<file path="src/rtl/axi_timer_regs.sv">
// axi_timer_regs
// Register-mapped timer/PWM peripheral fed by the AXI4-Lite slave's simple
// strobe interface. Provides a prescaled up-counter with period wrap, a
// one-shot mode, a compare-based PWM output and a level interrupt.
//
// Ports:
//   clk      system clock
//   rst      synchronous active-high reset
//   wr_addr  word address for writes (4 bits)
//   wr_en    one-cycle write strobe
//   wr_data  write data (32 bits)
//   wr_strb  byte enables, bit n covers wr_data[8n+7:8n]
//   wr_ack   one-cycle write acknowledge, the cycle after wr_en
//   rd_addr  word address for reads (4 bits)
//   rd_en    one-cycle read strobe
//   rd_data  read data, valid while rd_ack is high, held otherwise
//   rd_ack   one-cycle read acknowledge, the cycle after rd_en
//   irq      level interrupt: OVF & IRQ_EN, registered
//   pwm_out  PWM output: EN & (COUNT < COMPARE), registered
//
// Register map (word address):
//   0 CTRL     [0] EN, [1] IRQ_EN, [2] ONESHOT
//   1 STATUS   [0] OVF, write-1-to-clear
//   2 PERIOD   32-bit
//   3 COUNT    32-bit, a write reloads the counter and clears the prescaler
//   4 COMPARE  32-bit
//   5 PRESCALE PRESC_BITS wide
//   6-15       reserved, read zero, writes acked and ignored

module axi_timer_regs #(
    parameter int          PRESC_BITS = 16,
    parameter logic [31:0] PERIOD_RST = 32'hFFFF_FFFF
) (
    input  logic        clk,
    input  logic        rst,
    input  logic [3:0]  wr_addr,
    input  logic        wr_en,
    input  logic [31:0] wr_data,
    input  logic [3:0]  wr_strb,
    output logic        wr_ack,
    input  logic [3:0]  rd_addr,
    input  logic        rd_en,
    output logic [31:0] rd_data,
    output logic        rd_ack,
    output logic        irq,
    output logic        pwm_out
);

    localparam logic [3:0] ADDR_CTRL     = 4'd0;
    localparam logic [3:0] ADDR_STATUS   = 4'd1;
    localparam logic [3:0] ADDR_PERIOD   = 4'd2;
    localparam logic [3:0] ADDR_COUNT    = 4'd3;
    localparam logic [3:0] ADDR_COMPARE  = 4'd4;
    localparam logic [3:0] ADDR_PRESCALE = 4'd5;

    logic                  ctrl_en;
    logic                  ctrl_irq_en;
    logic                  ctrl_oneshot;
    logic                  status_ovf;
    logic [31:0]           period;
    logic [31:0]           count;
    logic [31:0]           compare;
    logic [PRESC_BITS-1:0] prescale;
    logic [PRESC_BITS-1:0] presc_cnt;

    logic                  wr_ctrl;
    logic                  wr_status_clr;
    logic                  wr_period;
    logic                  wr_count;
    logic                  wr_compare;
    logic                  wr_prescale;
    logic                  tick;
    logic                  wrap;
    logic [31:0]           rd_mux;

    // Replace only the byte lanes whose strobe is set; the other lanes keep
    // the register's current contents.
    function automatic logic [31:0] merge_bytes(input logic [31:0] old_val,
                                                input logic [31:0] new_val,
                                                input logic [3:0]  strb);
        logic [31:0] merged;
        merged = old_val;
        for (int i = 0; i < 4; i++) begin
            if (strb[i]) begin
                merged[8*i +: 8] = new_val[8*i +: 8];
            end
        end
        return merged;
    endfunction

    // Write decode and timer events. CTRL and STATUS live entirely in byte 0,
    // so a write there only takes effect when byte 0 is enabled; a CTRL write
    // without byte 0 therefore does not override a one-shot EN clear.
    always_comb begin
        wr_ctrl       = wr_en && (wr_addr == ADDR_CTRL) && wr_strb[0];
        wr_status_clr = wr_en && (wr_addr == ADDR_STATUS) && wr_strb[0] && wr_data[0];
        wr_period     = wr_en && (wr_addr == ADDR_PERIOD);
        wr_count      = wr_en && (wr_addr == ADDR_COUNT);
        wr_compare    = wr_en && (wr_addr == ADDR_COMPARE);
        wr_prescale   = wr_en && (wr_addr == ADDR_PRESCALE);
        tick          = ctrl_en && (presc_cnt == prescale);
        wrap          = tick && (count == period);
    end

    // Read mux over the current register values, so a read that coincides
    // with a write to the same register returns the pre-write contents.
    always_comb begin
        rd_mux = 32'h0;
        case (rd_addr)
            ADDR_CTRL:     rd_mux = {29'h0, ctrl_oneshot, ctrl_irq_en, ctrl_en};
            ADDR_STATUS:   rd_mux = {31'h0, status_ovf};
            ADDR_PERIOD:   rd_mux = period;
            ADDR_COUNT:    rd_mux = count;
            ADDR_COMPARE:  rd_mux = compare;
            ADDR_PRESCALE: rd_mux = 32'(prescale);
            default:       rd_mux = 32'h0;
        endcase
    end

    // Control bits. A bus write to CTRL wins over the one-shot clear of EN
    // that happens when the counter wraps.
    always_ff @(posedge clk) begin
        if (rst) begin
            ctrl_en      <= 1'b0;
            ctrl_irq_en  <= 1'b0;
            ctrl_oneshot <= 1'b0;
        end else if (wr_ctrl) begin
            ctrl_en      <= wr_data[0];
            ctrl_irq_en  <= wr_data[1];
            ctrl_oneshot <= wr_data[2];
        end else if (wrap && ctrl_oneshot) begin
            ctrl_en      <= 1'b0;
        end
    end

    // Overflow flag. A hardware set in the same cycle as a W1C keeps the
    // flag high so that no overflow event is lost.
    always_ff @(posedge clk) begin
        if (rst) begin
            status_ovf <= 1'b0;
        end else if (wrap) begin
            status_ovf <= 1'b1;
        end else if (wr_status_clr) begin
            status_ovf <= 1'b0;
        end
    end

    // Plain byte-maskable configuration registers.
    always_ff @(posedge clk) begin
        if (rst) begin
            period   <= PERIOD_RST;
            compare  <= 32'h0;
            prescale <= '0;
        end else begin
            if (wr_period) begin
                period <= merge_bytes(period, wr_data, wr_strb);
            end
            if (wr_compare) begin
                compare <= merge_bytes(compare, wr_data, wr_strb);
            end
            if (wr_prescale) begin
                prescale <= PRESC_BITS'(merge_bytes(32'(prescale), wr_data, wr_strb));
            end
        end
    end

    // Prescaler and main counter. A bus write to COUNT reloads the counter
    // and restarts the prescaler, taking priority over any tick this cycle.
    // The prescaler only advances while the timer is enabled.
    always_ff @(posedge clk) begin
        if (rst) begin
            presc_cnt <= '0;
            count     <= 32'h0;
        end else if (wr_count) begin
            presc_cnt <= '0;
            count     <= merge_bytes(count, wr_data, wr_strb);
        end else if (ctrl_en) begin
            if (tick) begin
                presc_cnt <= '0;
                count     <= wrap ? 32'h0 : count + 32'd1;
            end else begin
                presc_cnt <= presc_cnt + PRESC_BITS'(1);
            end
        end
    end

    // Bus handshake. Acks are single-cycle echoes of the strobes; rd_data is
    // only reloaded on a read so it holds its last value between reads.
    always_ff @(posedge clk) begin
        if (rst) begin
            wr_ack  <= 1'b0;
            rd_ack  <= 1'b0;
            rd_data <= 32'h0;
        end else begin
            wr_ack <= wr_en;
            rd_ack <= rd_en;
            if (rd_en) begin
                rd_data <= rd_mux;
            end
        end
    end

    // Registered outputs, computed from the current register values so they
    // lag the registers by one cycle.
    always_ff @(posedge clk) begin
        if (rst) begin
            irq     <= 1'b0;
            pwm_out <= 1'b0;
        end else begin
            irq     <= status_ovf && ctrl_irq_en;
            pwm_out <= ctrl_en && (count < compare);
        end
    end

endmodule

</file>
<file path="config.mk">
export PLATFORM = sky130hd
export DESIGN_NAME = axi_timer_regs
export DESIGN_NICKNAME = d
export VERILOG_FILES = /design/src/rtl/axi_timer_regs.sv
export SDC_FILE = /design/constraint.sdc
export NUM_CORES = 1
export LEC_CHECK = 0
export CAP_MARGIN = 20
export CORE_ASPECT_RATIO = 1.2
export CORE_MARGIN = 10
export CORE_UTILIZATION = 52
export DETAILED_ROUTE_END_ITERATION = 7
export PLACE_DENSITY = 0.81
export SLEW_MARGIN = 20
export SYNTH_ARGS = -nofsm -noshare
export SYNTH_HDL_FRONTEND = slang
export SYNTH_SLANG_ARGS = --single-unit
export TNS_END_PERCENT = 10
</file>
<file path="constraint.sdc">
create_clock -name clk -period 2.55 [get_ports clk]
set_input_delay 0.765 -clock clk [delete_from_list [all_inputs] [get_ports clk]]
set_output_delay 0.765 -clock clk [all_outputs]
set_load 0.005 [all_outputs]
</file>
# == Word-level counts from Yosys, hierarchy flattened ==
# Index checks and enable logic that the tools add are counted.
# word_totals
register_bits,168
inputBits,48
output_inout_bits,36
word_cells,92
# op_classes
addsub,2
order_cmp,1
n_eq_ne,16
mux,14
n_reduce_logical,35
# op_table
op,count
case mux 32 bit (6 select lines),1
2-to-1 mux 32 bit,4
"adder 32 x 1 -> 32 bit, second input constant",1
equality test 32 bit,1
less-than comparator 32 bit,1
2-to-1 mux 8 bit,4
AND reduction 2 bit,10
"adder 16 x 1 -> 16 bit, second input constant",1
equality test 16 bit,1
"equality test 4 x 2 -> 1 bit, second input constant",4
"equality test 4 x 3 -> 1 bit, second input constant",4
2-to-1 mux 16 bit,1
logical AND 1 bit,14
AND reduction 3 bit,4
"equality test 4 x 1 -> 1 bit, second input constant",2
zero test 4 bit,2
"!= test 2 bit, second input constant",4
nonzero test 2 bit,4
2-to-1 mux 1 bit,4
OR reduction 2 bit,1

# == Logic depth before layout (Yosys ltp) ==
# logic_depth
depth_word,7
depth_mapped,9
depth_no_buf,9

# == Least setup slack after synthesis ==
# Ideal clock, no wire load.
# synth_timing
path_type,input -> register
from,input port wr_addr[0]
to,register count[16]
setup_time_ns,0.092
arrival_ns,2.408
required_ns,2.458
slack_ns,0.050
path_stages,8
path_buffers,4
path_cell_list,clkbuf_1 -> inv_1 -> nor2_1 -> clkbuf_1 -> buf_2 -> clkbuf_1 -> a21oi_1 -> o32ai_1
# synth_between
elab_chain_len,4
elab_cells_between_ends,7
classes_between,eq/ne: 2; mux: 1; reduce/logical: 4
# synth_rtl
element,line_no,text
start: declaration,36,"input logic [3:0] wr_addr,"
equality test 4 x 2 -> 1 bit *,98,wr_count = wr_en && (wr_addr == ADDR_COUNT);
logical AND 1 bit *,98,
!= test 2 bit (no source line) or nonzero test 2 bit (tied branches),-,
AND reduction 3 bit (no source line),-,
end signal: assignment,176,"count <= merge_bytes(count, wr_data, wr_strb);"
end signal: assignment,180,count <= wrap ? 32'h0 : count + 32'd1;
end: declaration,61,logic [31:0] count;
# Every way passes the cells marked *; elsewhere a longest branch is shown, timed or not.
# A chain may end at the register's enable or synchronous reset.

# == Worst setup path after layout ==
# layout_timing
from,input port wr_addr[3]
to,register count[30]
# The elaborated chain is that of the path after synthesis.

==> results.md <==
* Final wirelength at 29.2 mm
* Die area at ~23000 um^2
* Worst rel slew slack at 0.444
* Crit path max fanout at 35
* Total CTS buffers at 17
* Die Span Y at 163 um
* Period minus WS final at ~2500 ps
* Sequential share of the synthesized area at 0.378
* CTS sink count at 168
* Worst hold-check path type: register to register
* Most frequent cells in the layout: dfxtp_1 (165), nand2_1 (133), nand3_1 (126), a21oi_1 (116), nor2_1 (107)
* Iteration-0 DRC Markers at between 1000 and 1500
* Worst vdd ir at 0.415 mV
* Worst setup SP type: primary input
* Crit-path most repeated cell: nor2_4
* CTS root buffer: clkbuf_16
* Crit-path leading delay family: simple AND/OR/NAND/NOR gates
* Post-synth ARST share at 0
* Hold Slack at 477 ps
* Top cells by area, synth: dfxtp_1 (38%), nand3_1 (7.1%), a21oi_1 (6.5%), nand2_1 (5.6%), xor2_1 (5.6%)
* Max incr delay on CP at 630 ps
* Yosys warns at 0
* IO Port Bufs at 83
* Vias in the first global route at 9100
* Area grow syn2layout at 26.2%
* P_leak at 4.26 nW
* Register-to-register setup slack at approximately 90 ps
* Post-route ant nets at 0
* Crit end category: register
* Worst-Margin Slew at between 800 and 900 ps
* # rows at 52
* Vias at 9274
* Initial Util at 0.528
* Syn Inst Count at approximately 1100
* Number of synthesized flops with an enable pin at 0
* Mapped Nets at 1212
* # setup viols final at 0
* Detailed Place HPWL at roughly 21 mm
* CP required at approximately 2900 ps
* Post-Route Utilization at 0.667
* Commonest non-fill, non-tap cell in the layout: dfxtp_1
* CTS tree: done
* GR Util All Layers at 0.249
* Pre-CTS setup slack at -340 ps
* Synthesized area per cell at 7.87 um^2
* H-tree depth at 4
* First-pass GRT wire length at between 40 and 50 mm
* RSZ-0062 raised after global routing: true
* Total design power at 5.98 mW
* Primary FF master, synth: dfxtp_1
* Unique cell type count in the Yosys netlist at 63
* CP max stage cell: nor2_4
* Io pins at 84
* GR Overflow Total at 0
* Ant. Diodes at 0
* Placement Cell Area at between 10000 and 15000 um^2
* Pwr Density at 532 nW/um^2
* Tcrit/Tclk final at 0.975
* Drt wl/cell at 19.7 um
* Failing checks: DRC
* # nets final at 1338
* Area leader, netlist: dfxtp_1
* Die W at 139 um
* Post-DR vias/cell at approximately 6.2
* F_max at 402 MHz
* Initial antenna violation count at 0
* Detailed-route DRC error count at 1
* Final Instance Area at about 11000 um^2
* Bufs and invs on worst path at 2
* Synth top area share at 0.378
* Crit-path cells: clkdlybuf4s50_1 > nor2_1 > nand3_1 > nor2_4 > buf_4 > nor2_4 > a22oi_1 > o32ai_1
* Maximum root-to-sink buffer count at 2
* Final Hold Fails at 0
* Max-Cap Viols at 0
* Post-synthesis register bit count at 168
* DRT Pass-1 Iters at 8
* Routability cong. at 0.970
* Synth Cell Area at 8900 um^2
* Clock Latency Late Sink at roughly 440 ps
* Post-CTS Hold Buffers at 0
* Clk_skew at 7.86 ps
* Crit Path Class: primary input to register
* Clock transition at path regs at 70 ps
* Status: finished with violations
* Final setup margin at 64.7 ps
* Ratio of cells with drive above 1 in the final layout at 0.122
* Worst path arrival time at 2830 ps
* Final Max Slew Viols at 0
* Largest net degree at the start of global routing at 58
* Core ar. at around 17000 um^2
stage by stage:
step | TNS, ps | std cells
floorplan | 0 | 1131
global placement | -11400 | 1450
detailed placement | -14560 | 1450
CTS | 0 | 1482
global route | -11.6 | 1486
finish | 0 | 1486
sequential cells by signal, summed over array words and instances (netlist names):
register	cells
compare	32
count	32
period	32
rd_data	32
presc_cnt	16
prescale	16
ctrl_en	1
ctrl_irq_en	1
ctrl_oneshot	1
irq	1
pwm_out	1
rd_ack	1
status_ovf	1
wr_ack	1
worst paths after layout:
check                                  end  cells after the start        start
worst max-delay path             count[30]                      8   wr_addr[3]
worst min-delay path            compare[2]                      2   compare[2]
worst max register to register   count[29]                      9  prescale[9]
worst min register to register  compare[2]                      2   compare[2]
logic make-up (layout without fill, tap and decap cells):
logic type	Yosys count	in the layout	share of synthesized area
DFF	168	168	0.378
adders and majority gates	33	33	0.0464
and+or+nand+nor	477	477	0.256
xor gates and xnor gates	62	62	0.0610
buffers and inverters	130	269	0.0566
AOI/OAI and AO/OA	240	240	0.179
muxes	21	21	0.0236
where the power goes:
part	total (mW)	leakage (nW)	switching [mW]	internal [mW]
clock network	2.79	0.310	1.11	1.69
registers	2.67	1.36	0.0237	2.65
logic	0.513	2.59	0.303	0.211
synth_stat cells (9+ instances only):
| cell | instances |
|---|---|
| nand2_1 | 133 |
| dfxtp_1 | 168 |
| mux2i_1 | 21 |
| o32ai_1 | 16 |
| nor3_1 | 12 |
| a32oi_1 | 9 |
| nor4_1 | 17 |
| o21ai_0 | 18 |
| clkbuf_1 | 67 |
| a222oi_1 | 32 |
| and3_1 | 10 |
| a21oi_1 | 116 |
| ha_1 | 33 |
| inv_1 | 51 |
| xor2_1 | 57 |
| nand3_1 | 126 |
| nand4_1 | 19 |
| nor2_1 | 110 |
tightest hold or removal path, cell delays in order, from the launching register on:
cell and delay (ps):
dfxtp_1 320, nand2_1 60, a21oi_1 50
per-layer routing:
metal / part of all wire / track usage
met3: 0.071 / 0.0529
met2: 0.48 / 0.426
met1: 0.41 / 0.292
met5: 0 / 0
met4: 0.037 / 0.118
area by class of cell:
type                       count  area [um^2]
inverter                      53          199
timing repair buffer         184         1700
fill                        1397         5610
clock buffer                  20          457
sequential                   168         3370
multi-input combinational    833         5080
clock inverter                12          174
tap                          216          270
what timing repair did:
| action | CTS | global route |
|---|---|---|
| buffers inserted | 0 | 4 |
| gates resized for setup | 0 | 6 |
| endpoints found under the setup margin | 0 | 31 |
No activity file was read; power rests on OpenSTA's default activity.
